**config.mk**
```make
export PLATFORM = sky130hd
export DESIGN_NAME = pid_filter
export DESIGN_NICKNAME = d
export VERILOG_FILES = /design/src/rtl/pid_filter_pkg.sv /design/src/rtl/pid_coef_mem.sv /design/src/rtl/pid_filter.sv
export SDC_FILE = /design/constraint.sdc
export NUM_CORES = 2
export LEC_CHECK = 0
export CORE_ASPECT_RATIO = 0.7
export CORE_MARGIN = 5
export CORE_UTILIZATION = 60
export CTS_CLUSTER_SIZE = 8
export DETAILED_ROUTE_END_ITERATION = 16
export GPL_TIMING_DRIVEN = 0
export PLACE_DENSITY = 0.79
export SLEW_MARGIN = 0
export SYNTH_ARGS = -nofsm -noshare
export SYNTH_HDL_FRONTEND = slang
export SYNTH_HIERARCHICAL = 1
export SYNTH_SLANG_ARGS = --single-unit
```
**constraint.sdc**
```tcl
create_clock -name clk_in -period 8.25 [get_ports clk_in]
set_clock_uncertainty 0.15 [all_clocks]
set_input_delay 1.2375 -clock clk_in [delete_from_list [all_inputs] [get_ports clk_in]]
set_output_delay 1.2375 -clock clk_in [all_outputs]
set_load 0.01 [all_outputs]
```
**src/rtl/pid_filter_pkg.sv**
```systemverilog
// Shared definitions for pid_filter: default widths, config address map,
// derived-width helpers and the signed saturation function.
// Optional feature macro: PID_POLARITY_EN (adds pid_polarity_addr).
package pid_filter_pkg;

    localparam int unsigned PID_W_CHAN    = 5;
    localparam int unsigned PID_N_CHAN    = 8;
    localparam int unsigned PID_W_DATA    = 18;
    localparam int unsigned PID_W_COEF    = 16;
    localparam int unsigned PID_W_OUT     = 18;
    localparam int unsigned PID_W_WR_ADDR = 16;
    localparam int unsigned PID_W_WR_CHAN = 16;
    localparam int unsigned PID_W_WR_DATA = 48;

    localparam logic [15:0] pid_setpoint_addr = 16'h0050;
    localparam logic [15:0] pid_p_coef_addr   = 16'h0051;
    localparam logic [15:0] pid_i_coef_addr   = 16'h0052;
    localparam logic [15:0] pid_d_coef_addr   = 16'h0053;
    localparam logic [15:0] pid_lock_en_addr  = 16'h0054;
    localparam logic [15:0] pid_clr_rqst_addr = 16'h0055;
`ifdef PID_POLARITY_EN
    localparam logic [15:0] pid_polarity_addr = 16'h0056;
`endif

    // error = setpoint - data needs one extra bit
    function automatic int unsigned pid_w_err(input int unsigned w_data);
        return w_data + 1;
    endfunction

    // k0 = p+i+d and k1 = -(p+2d) need two extra bits
    function automatic int unsigned pid_w_k(input int unsigned w_coef);
        return w_coef + 2;
    endfunction

    function automatic int unsigned pid_w_prod(input int unsigned w_k, input int unsigned w_err);
        return w_k + w_err;
    endfunction

    // u plus three products cannot overflow with three guard bits
    function automatic int unsigned pid_w_acc(input int unsigned w_prod);
        return w_prod + 3;
    endfunction

    // Clamp x to the signed range of a w-bit value
    function automatic logic signed [63:0] saturate(input logic signed [63:0] x,
                                                   input int unsigned       w);
        logic signed [63:0] hi;
        logic signed [63:0] lo;
        hi = (64'sd1 <<< (w - 1)) - 64'sd1;
        lo = -hi - 64'sd1;
        if (x > hi) return hi;
        if (x < lo) return lo;
        return x;
    endfunction

endpackage

```
**src/rtl/pid_coef_mem.sv**
```systemverilog
// Per-channel PID configuration register file: setpoint, P/I/D coefficients,
// lock enable and (with PID_POLARITY_EN) error polarity. Combinational read.
module pid_coef_mem
    import pid_filter_pkg::*;
#(
    parameter int unsigned N_CHAN    = PID_N_CHAN,
    parameter int unsigned W_DATA    = PID_W_DATA,
    parameter int unsigned W_COEF    = PID_W_COEF,
    parameter int unsigned W_WR_ADDR = PID_W_WR_ADDR,
    parameter int unsigned W_WR_CHAN = PID_W_WR_CHAN,
    parameter int unsigned W_WR_DATA = PID_W_WR_DATA,
    parameter int unsigned W_IDX     = 3
) (
    input  logic                        clk_i,
    input  logic                        rst_ni,
    input  logic                        wr_en_i,
    input  logic [W_WR_ADDR-1:0]        wr_addr_i,
    input  logic [W_WR_CHAN-1:0]        wr_chan_i,
    input  logic [W_WR_DATA-1:0]        wr_data_i,
    input  logic [W_IDX-1:0]            rd_idx_i,
    output logic signed [W_DATA-1:0]    rd_setpoint_o,
    output logic signed [W_COEF-1:0]    rd_p_o,
    output logic signed [W_COEF-1:0]    rd_i_o,
    output logic signed [W_COEF-1:0]    rd_d_o,
`ifdef PID_POLARITY_EN
    output logic                        rd_pol_o,
`endif
    output logic [N_CHAN-1:0]           lock_en_o
);

    logic signed [W_DATA-1:0] setpoint_q [N_CHAN];
    logic signed [W_COEF-1:0] p_q [N_CHAN];
    logic signed [W_COEF-1:0] i_q [N_CHAN];
    logic signed [W_COEF-1:0] d_q [N_CHAN];
    logic [N_CHAN-1:0]        lock_q, lock_d;
`ifdef PID_POLARITY_EN
    logic [N_CHAN-1:0]        pol_q, pol_d;
`endif
    logic                     wr_hit;
    logic [W_IDX-1:0]         wr_idx;
    logic                     unused_wr_bits;

    assign wr_hit         = wr_en_i && (wr_chan_i < W_WR_CHAN'(N_CHAN));
    assign wr_idx         = wr_chan_i[W_IDX-1:0];
    assign unused_wr_bits = ^wr_data_i[W_WR_DATA-1:W_DATA];

    // Setpoint and coefficient storage, intentionally left without reset
    always_ff @(posedge clk_i) begin
        if (wr_hit) begin
            if (wr_addr_i == W_WR_ADDR'(pid_setpoint_addr)) setpoint_q[wr_idx] <= wr_data_i[W_DATA-1:0];
            if (wr_addr_i == W_WR_ADDR'(pid_p_coef_addr))   p_q[wr_idx]        <= wr_data_i[W_COEF-1:0];
            if (wr_addr_i == W_WR_ADDR'(pid_i_coef_addr))   i_q[wr_idx]        <= wr_data_i[W_COEF-1:0];
            if (wr_addr_i == W_WR_ADDR'(pid_d_coef_addr))   d_q[wr_idx]        <= wr_data_i[W_COEF-1:0];
        end
    end

    // Next-state for the reset-able per-channel control bits
    always_comb begin
        lock_d = lock_q;
        if (wr_hit && wr_addr_i == W_WR_ADDR'(pid_lock_en_addr))
            lock_d[wr_idx] = wr_data_i[0];
`ifdef PID_POLARITY_EN
        pol_d = pol_q;
        if (wr_hit && wr_addr_i == W_WR_ADDR'(pid_polarity_addr))
            pol_d[wr_idx] = wr_data_i[0];
`endif
    end

    // Lock enable (and polarity) registers, cleared on reset
    always_ff @(posedge clk_i or negedge rst_ni) begin
        if (!rst_ni) begin
            lock_q <= '0;
`ifdef PID_POLARITY_EN
            pol_q  <= '0;
`endif
        end else begin
            lock_q <= lock_d;
`ifdef PID_POLARITY_EN
            pol_q  <= pol_d;
`endif
        end
    end

    assign rd_setpoint_o = setpoint_q[rd_idx_i];
    assign rd_p_o        = p_q[rd_idx_i];
    assign rd_i_o        = i_q[rd_idx_i];
    assign rd_d_o        = d_q[rd_idx_i];
    assign lock_en_o     = lock_q;
`ifdef PID_POLARITY_EN
    assign rd_pol_o      = pol_q[rd_idx_i];
`endif

endmodule

```
**src/rtl/pid_filter.sv**
```systemverilog
// Per-channel velocity-form PID controller, 4-stage pipeline, 1 sample/cycle.
// Optional feature macro: PID_POLARITY_EN (per-channel error negation).
module pid_filter
    import pid_filter_pkg::*;
#(
    parameter int unsigned W_CHAN    = PID_W_CHAN,
    parameter int unsigned N_CHAN    = PID_N_CHAN,
    parameter int unsigned W_DATA    = PID_W_DATA,
    parameter int unsigned W_COEF    = PID_W_COEF,
    parameter int unsigned W_OUT     = PID_W_OUT,
    parameter int unsigned W_WR_ADDR = PID_W_WR_ADDR,
    parameter int unsigned W_WR_CHAN = PID_W_WR_CHAN,
    parameter int unsigned W_WR_DATA = PID_W_WR_DATA
) (
    input  logic                     clk_in,
    input  logic                     rst_in,
    input  logic                     dv_in,
    input  logic [W_CHAN-1:0]        chan_in,
    input  logic signed [W_DATA-1:0] data_in,
    input  logic                     wr_en,
    input  logic [W_WR_ADDR-1:0]     wr_addr,
    input  logic [W_WR_CHAN-1:0]     wr_chan,
    input  logic [W_WR_DATA-1:0]     wr_data,
    output logic                     dv_out,
    output logic [W_CHAN-1:0]        chan_out,
    output logic signed [W_OUT-1:0]  data_out
);

    localparam int unsigned W_IDX  = (N_CHAN > 1) ? $clog2(N_CHAN) : 1;
    localparam int unsigned W_ERR  = pid_w_err(W_DATA);
    localparam int unsigned W_K    = pid_w_k(W_COEF);
    localparam int unsigned W_PROD = pid_w_prod(W_K, W_ERR);
    localparam int unsigned W_ACC  = pid_w_acc(W_PROD);

    // config read port and per-channel control
    logic signed [W_DATA-1:0] sp_rd;
    logic signed [W_COEF-1:0] p_rd, i_rd, d_rd;
    logic [N_CHAN-1:0]        lock_en, clr_q, clr_d, flush;
`ifdef PID_POLARITY_EN
    logic                     pol_rd, pol1_q;
`endif

    // per-channel controller state
    logic signed [W_ERR-1:0] e1_q [N_CHAN];
    logic signed [W_ERR-1:0] e2_q [N_CHAN];
    logic signed [W_OUT-1:0] u_q  [N_CHAN];

    logic [W_IDX-1:0] in_idx;
    logic             in_ok;

    // S1
    logic                     dv1_q;
    logic [W_CHAN-1:0]        chan1_q;
    logic [W_IDX-1:0]         idx1_q;
    logic signed [W_DATA-1:0] data1_q, sp1_q;
    logic signed [W_COEF-1:0] p1_q, i1_q, d1_q;
    logic signed [W_ERR-1:0]  e1_1_q, e2_1_q;
    logic signed [W_OUT-1:0]  u1_q;
    // S2
    logic                     dv2_q;
    logic [W_CHAN-1:0]        chan2_q;
    logic [W_IDX-1:0]         idx2_q;
    logic signed [W_ERR-1:0]  e0_d, e0_2_q, e1_2_q, e2_2_q;
    logic signed [W_K-1:0]    k0_d, k1_d, k2_d, k0_2_q, k1_2_q, k2_2_q;
    logic signed [W_OUT-1:0]  u2_q;
    // S3
    logic                     dv3_q;
    logic [W_CHAN-1:0]        chan3_q;
    logic [W_IDX-1:0]         idx3_q;
    logic signed [W_PROD-1:0] pr0_3_q, pr1_3_q, pr2_3_q;
    logic signed [W_ERR-1:0]  e0_3_q, e1_3_q;
    logic signed [W_OUT-1:0]  u3_q;
    // S4
    logic signed [W_ACC-1:0]  acc_d;
    logic signed [63:0]       sat64_d;
    logic signed [W_OUT-1:0]  sat_d;
    logic                     wb;
    logic                     unused_wr_bits;

    pid_coef_mem #(
        .N_CHAN    (N_CHAN),
        .W_DATA    (W_DATA),
        .W_COEF    (W_COEF),
        .W_WR_ADDR (W_WR_ADDR),
        .W_WR_CHAN (W_WR_CHAN),
        .W_WR_DATA (W_WR_DATA),
        .W_IDX     (W_IDX)
    ) u_coef_mem (
        .clk_i         (clk_in),
        .rst_ni        (rst_in),
        .wr_en_i       (wr_en),
        .wr_addr_i     (wr_addr),
        .wr_chan_i     (wr_chan),
        .wr_data_i     (wr_data),
        .rd_idx_i      (in_idx),
        .rd_setpoint_o (sp_rd),
        .rd_p_o        (p_rd),
        .rd_i_o        (i_rd),
        .rd_d_o        (d_rd),
`ifdef PID_POLARITY_EN
        .rd_pol_o      (pol_rd),
`endif
        .lock_en_o     (lock_en)
    );

    assign unused_wr_bits = ^wr_data[W_WR_DATA-1:1];
    assign in_idx = chan_in[W_IDX-1:0];
    // a cleared or unlocked channel drops its samples at every stage
    assign flush  = clr_q | ~lock_en;
    assign in_ok  = dv_in && ({1'b0, chan_in} < (W_CHAN+1)'(N_CHAN)) && !flush[in_idx];
    assign wb     = dv3_q && !flush[idx3_q];

    // One-cycle clear request decode
    always_comb begin
        clr_d = '0;
        if (wr_en && wr_addr == W_WR_ADDR'(pid_clr_rqst_addr)
            && wr_chan < W_WR_CHAN'(N_CHAN) && wr_data[0])
            clr_d[wr_chan[W_IDX-1:0]] = 1'b1;
    end

    // Clear request register, self-clearing
    always_ff @(posedge clk_in or negedge rst_in) begin
        if (!rst_in) clr_q <= '0;
        else         clr_q <= clr_d;
    end

    // S2 arithmetic: error and velocity-form gains
    always_comb begin
`ifdef PID_POLARITY_EN
        e0_d = pol1_q ? (W_ERR'(data1_q) - W_ERR'(sp1_q)) : (W_ERR'(sp1_q) - W_ERR'(data1_q));
`else
        e0_d = W_ERR'(sp1_q) - W_ERR'(data1_q);
`endif
        k0_d = W_K'(p1_q) + W_K'(i1_q) + W_K'(d1_q);
        k1_d = -(W_K'(p1_q) + (W_K'(d1_q) <<< 1));
        k2_d = W_K'(d1_q);
    end

    // S4 arithmetic: accumulate and clamp to the output range
    always_comb begin
        acc_d   = W_ACC'(u3_q) + W_ACC'(pr0_3_q) + W_ACC'(pr1_3_q) + W_ACC'(pr2_3_q);
        sat64_d = saturate(64'(acc_d), W_OUT);
        sat_d   = sat64_d[W_OUT-1:0];
    end

    // Pipeline registers S1..S4 and registered outputs
    always_ff @(posedge clk_in or negedge rst_in) begin
        if (!rst_in) begin
            dv1_q <= 1'b0; chan1_q <= '0; idx1_q <= '0; data1_q <= '0; sp1_q <= '0;
            p1_q <= '0; i1_q <= '0; d1_q <= '0; e1_1_q <= '0; e2_1_q <= '0; u1_q <= '0;
`ifdef PID_POLARITY_EN
            pol1_q <= 1'b0;
`endif
            dv2_q <= 1'b0; chan2_q <= '0; idx2_q <= '0; e0_2_q <= '0; e1_2_q <= '0; e2_2_q <= '0;
            k0_2_q <= '0; k1_2_q <= '0; k2_2_q <= '0; u2_q <= '0;
            dv3_q <= 1'b0; chan3_q <= '0; idx3_q <= '0; pr0_3_q <= '0; pr1_3_q <= '0;
            pr2_3_q <= '0; e0_3_q <= '0; e1_3_q <= '0; u3_q <= '0;
            dv_out <= 1'b0; chan_out <= '0; data_out <= '0;
        end else begin
            dv1_q   <= in_ok;
            chan1_q <= chan_in;
            idx1_q  <= in_idx;
            data1_q <= data_in;
            sp1_q   <= sp_rd;
            p1_q    <= p_rd;
            i1_q    <= i_rd;
            d1_q    <= d_rd;
            e1_1_q  <= e1_q[in_idx];
            e2_1_q  <= e2_q[in_idx];
            u1_q    <= u_q[in_idx];
`ifdef PID_POLARITY_EN
            pol1_q  <= pol_rd;
`endif
            dv2_q   <= dv1_q && !flush[idx1_q];
            chan2_q <= chan1_q;
            idx2_q  <= idx1_q;
            e0_2_q  <= e0_d;
            e1_2_q  <= e1_1_q;
            e2_2_q  <= e2_1_q;
            k0_2_q  <= k0_d;
            k1_2_q  <= k1_d;
            k2_2_q  <= k2_d;
            u2_q    <= u1_q;

            dv3_q   <= dv2_q && !flush[idx2_q];
            chan3_q <= chan2_q;
            idx3_q  <= idx2_q;
            pr0_3_q <= W_PROD'(k0_2_q) * W_PROD'(e0_2_q);
            pr1_3_q <= W_PROD'(k1_2_q) * W_PROD'(e1_2_q);
            pr2_3_q <= W_PROD'(k2_2_q) * W_PROD'(e2_2_q);
            e0_3_q  <= e0_2_q;
            e1_3_q  <= e1_2_q;
            u3_q    <= u2_q;

            dv_out  <= wb;
            if (wb) begin
                chan_out <= chan3_q;
                data_out <= sat_d;
            end
        end
    end

    // Channel state: zeroed while cleared/unlocked, else written back from S4
    always_ff @(posedge clk_in or negedge rst_in) begin
        if (!rst_in) begin
            for (int unsigned ch = 0; ch < N_CHAN; ch++) begin
                e1_q[ch] <= '0;
                e2_q[ch] <= '0;
                u_q[ch]  <= '0;
            end
        end else begin
            for (int unsigned ch = 0; ch < N_CHAN; ch++) begin
                if (flush[ch]) begin
                    e1_q[ch] <= '0;
                    e2_q[ch] <= '0;
                    u_q[ch]  <= '0;
                end else if (wb && idx3_q == W_IDX'(ch)) begin
                    u_q[ch]  <= sat_d;
                    e2_q[ch] <= e1_3_q;
                    e1_q[ch] <= e0_3_q;
                end
            end
        end
    end

endmodule

```
==> summary.md <==
| Metric | Value |
|---|---|
| Result of the run | complete, no violations |
| Post-route ant nets | 0 |
| DIE AREA | 171000 sq um |
| CP endpoint kind | flip-flop |
| Total setup violations reported at the end of the flow | 0 |
| Via count | 67200 |
| Total routing resource utilization after global routing | 0.334 |
| Reg-to-reg startpoint | e0_2_q[6] |
| Overall overflow remaining after global route | 0 |
| Buffers inserted by post-CTS timing repair | 0 |
| #FFs+latches synth | 1466 |
| Clock tree from TritonCTS | built |
| Vias in the first global route | 70200 |
| Residual DRC | 0 |
| Maximum Capacitance Violations | 0 |
| Reg2Reg Setup Slack | 140 ps |
| Y dimension of the die | 347 um |
| Mean instance size in the synthesized netlist | 11.6 sq um |
| Number of antenna violations at the first check in global routing | 31 |
| HPWL after detailed placement | 209000 um |
| Count of cells along the worst register-to-register path | 25 |
| Number of CTS-inserted buffers | 202 |
| Global-route wire length before repair | 429000 um |
| Yosys top cell area share | 0.241 |
| Adder-Cell Fraction of Synth Area | 0.273 |
| Share of the synthesized netlist area taken by xor and xnor gates | 0.0166 |
| Path type of the worst setup path | reg -> reg |
| Clk Latency, worst-skew pair | 880 ps |
| Growth of design area from synthesis to finish | 10.5% |
| Final layout net count | 10300 |
| Post-Synth Simple-Gate Area | 0.103 |
| Worst hold-check slack | 98.7 ps |
| Critical Path Fanout Max | 10 |
| Clock Path Buffers | 3 |
| Routed WL | 281000 um |
| Last element of the critical path | pr0_3_q[35] |
| Proportion of synthesized area in mux cells | 0.0753 |
| Area of the core | 161000 sq um |
| Placer congestion estimate | 1.03 |
| Number of vias per cell | 6.13 |
| Sinks on the clock net | 1466 |
| Synthesized net count | 10000 |
| Unrepaired setup endpoints after global routing | yes |
| Dominant combinational cell family by area after synthesis | adder cells |
| WL/cell | 25.6 um |
| Root buffer selected by CTS | sky130_fd_sc_hd__clkbuf_16 |
| Post-synth EDFFs | 528 |
| Post-CTS clock slew at the launch and capture registers of the worst setup and hold paths | 50 ps |
| Final slew viol count | 0 |
| Largest area contributor in the netlist | sky130_fd_sc_hd__dfrtp_1 |
| Total number of yosys warnings | 6 |
| Required time reported for the critical path endpoint | 8690 ps |
| Cell row count | 123 |
| Boundary pin count | 131 |
| Fraction of the yosys area taken by sequential cells | 0.404 |
| IO Port Bufs | 100 |
| F_max | 0.123 GHz |
| Initial core utilization | 0.605 |
| Synth cell types | 81 |
| Shortest period the worst path allows | 8110 ps |
| Count of filler cells inserted in the layout | 11500 |
| Synthesized-area fraction occupied by ao, oa, aoi and oai cells | 0.0584 |
| Total negative slack | 0 ps |
| Async SR Flop Fraction | 0.640 |
| First-pass detailed-route iteration total | 6 |
| Final critical-path share of the clock period | 0.983 |
| Depth of the CTS H-tree | 4 |
| Critical path arrival | 8560 ps |
| X dimension of the die | 492 um |
| Number of standard cells after synthesis | 8434 |
| Transition time at the pin with the least slew margin | 1410 ps |
| Relative slew slack | 0.0563 |
| Startpoint of the most critical setup path | e0_2_q[6] |
| RR Endpoint | pr0_3_q[35] |
| Top area cells in the synthesized netlist | sky130_fd_sc_hd__dfrtp_1 (24%), sky130_fd_sc_hd__fa_1 (22%), sky130_fd_sc_hd__edfxtp_1 (16%), sky130_fd_sc_hd__mux4_2 (5.8%), sky130_fd_sc_hd__nand2_1 (5.3%) |
| Proportion of layout cells with a drive suffix above 1 | 0.102 |
| Final count of hold timing violations | 0 |
| Worst Hold Class | in -> async |
| Count of routing violations after the opening detailed-route iteration | 8080 |
| Largest net degree at the start of global routing | 129 |
| Category of the worst setup path launch point | flip-flop |
| Core utilization of the finished layout | 0.669 |
| Top flip-flop cell by instance count after synthesis | sky130_fd_sc_hd__dfrtp_1 |
| Mapped Area | 97400 sq um |
==> cell type report <==
type | count | area (sq um) | area share
Inverter | 1363 | 5120 | 0.0475
Tap cell | 2125 | 2660 | 0.0247
Sequential cell | 1466 | 39400 | 0.366
Multi-Input combinational cell | 5163 | 51400 | 0.477
Clock inverter | 14 | 382 | 0.00354
Clock buffer | 280 | 5400 | 0.0501
Antenna cell | 15 | 37.5 | 0.000349
Timing Repair Buffer | 130 | 1610 | 0.0150
Buffer | 396 | 1710 | 0.0159
==> worst min path at each step <==
stage	end	cells after the start
finish	sp1_q[2]	1
global route	sp1_q[2]	1
CTS	sp1_q[2]	1
detailed placement	chan3_q[4]	0
global placement	chan2_q[3]	0
floorplan	chan2_q[3]	0
==> critical path, stage by stage, from the launching register on <==
cell and delay [ps]:
sky130_fd_sc_hd__dfrtp_2 620, sky130_fd_sc_hd__clkbuf_2 410, sky130_fd_sc_hd__nand2_1 130, sky130_fd_sc_hd__fa_1 540
sky130_fd_sc_hd__inv_1 50, sky130_fd_sc_hd__fa_1 500, sky130_fd_sc_hd__inv_1 60, sky130_fd_sc_hd__fa_1 530
sky130_fd_sc_hd__inv_1 50, sky130_fd_sc_hd__fa_1 490, sky130_fd_sc_hd__inv_1 50, sky130_fd_sc_hd__fa_1 470
sky130_fd_sc_hd__inv_1 50, sky130_fd_sc_hd__fa_1 440, sky130_fd_sc_hd__ha_1 430, sky130_fd_sc_hd__and4_1 280
sky130_fd_sc_hd__a21oi_1 160, sky130_fd_sc_hd__nand2_1 110, sky130_fd_sc_hd__a31oi_4 280, sky130_fd_sc_hd__o211ai_1 170
sky130_fd_sc_hd__nand2_1 200, sky130_fd_sc_hd__a311oi_2 200, sky130_fd_sc_hd__a21o_1 250, sky130_fd_sc_hd__or4b_2 640
sky130_fd_sc_hd__a31oi_1 290, sky130_fd_sc_hd__xnor2_2 300
==> cells in the mapped netlist, types with 142 or more instances <==
library cell                  n
sky130_fd_sc_hd__and2_1     354
sky130_fd_sc_hd__clkbuf_1   343
sky130_fd_sc_hd__mux4_2     252
sky130_fd_sc_hd__ha_1       383
sky130_fd_sc_hd__nor2_1     193
sky130_fd_sc_hd__fa_1      1088
sky130_fd_sc_hd__inv_1     1363
sky130_fd_sc_hd__nand2_1   1366
sky130_fd_sc_hd__dfrtp_1    938
sky130_fd_sc_hd__xnor2_1    142
sky130_fd_sc_hd__o21ai_0    389
sky130_fd_sc_hd__edfxtp_1   528
==> flip-flops by register name, indices dropped and copies added, names as in the netlist, 35 cells and up <==
| register | flops |
|---|---|
| pr2_3_q | 35 |
| pr0_3_q | 37 |
| pr1_3_q | 37 |
| u_coef_mem/setpoint_q | 144 |
| u_q | 144 |
| u_coef_mem/p_q | 128 |
| u_coef_mem/d_q | 128 |
| e1_q | 152 |
| e2_q | 152 |
| u_coef_mem/i_q | 128 |
==> routing by layer <==
layer	global-route usage	wire length, um	share of wire	vias to the layer above
met5	0.00440	255	0.00091	-
met4	0.105	10100	0.036	24
met3	0.125	39600	0.14	676
met2	0.475	120000	0.43	4316
met1	0.483	111000	0.40	34400
li1	-	-	-	27700
==> what timing repair did <==
item	4_1_cts	5_1_grt
gates resized for setup	43	141
hold buffers	0	0
pin swaps	0	1
cloned	0	0
endpoints found under the setup margin	20	20
==> logic make-up (layout without fill, tap and decap cells) <==
logic type / count (synthesis) / count (layout)
buf+inv: 1805 / 2183
xor+xnor: 185 / 185
simple gates: 2221 / 2221
fa+ha+maj: 1471 / 1471
mux: 401 / 401
other cells: 0 / 15
compound gates: 885 / 885
flops: 1466 / 1466
==> metrics by stage <==
step	instance area (sq um)	std cells	worst slack [ps]
finish	108000	11000	137
global route	108000	10900	-15.0
CTS	108000	11000	4.60
detailed placement	102000	10700	-695
global placement	101000	10700	-35810
floorplan	97400	8434	1240
==> placed cells by master, fill, tap and decap left out, drive strengths merged, types with 15 or more instances in the layout <==
cell / instances
dfrtp: 938
o221a: 18
edfxtp: 528
inv: 1363
a21oi: 121
xnor2: 142
fa: 1088
clkbuf: 583
a221o: 69
xor2: 43
o211ai: 88
o21a: 22
nor4: 21
and2: 354
and3: 30
o21bai: 23
nand2: 1370
buf: 135
ha: 383
nor3: 48
nor2b: 42
a21boi: 15
clkdlybuf4s50: 88
mux4: 252
o21ai: 390
nand2b: 40
nor2: 201
mux2: 135
a21o: 64
nand3: 41
diode: 15
Power is not shown: default switching activity piles up to over one toggle a cycle in this logic, so the estimate is an artifact.
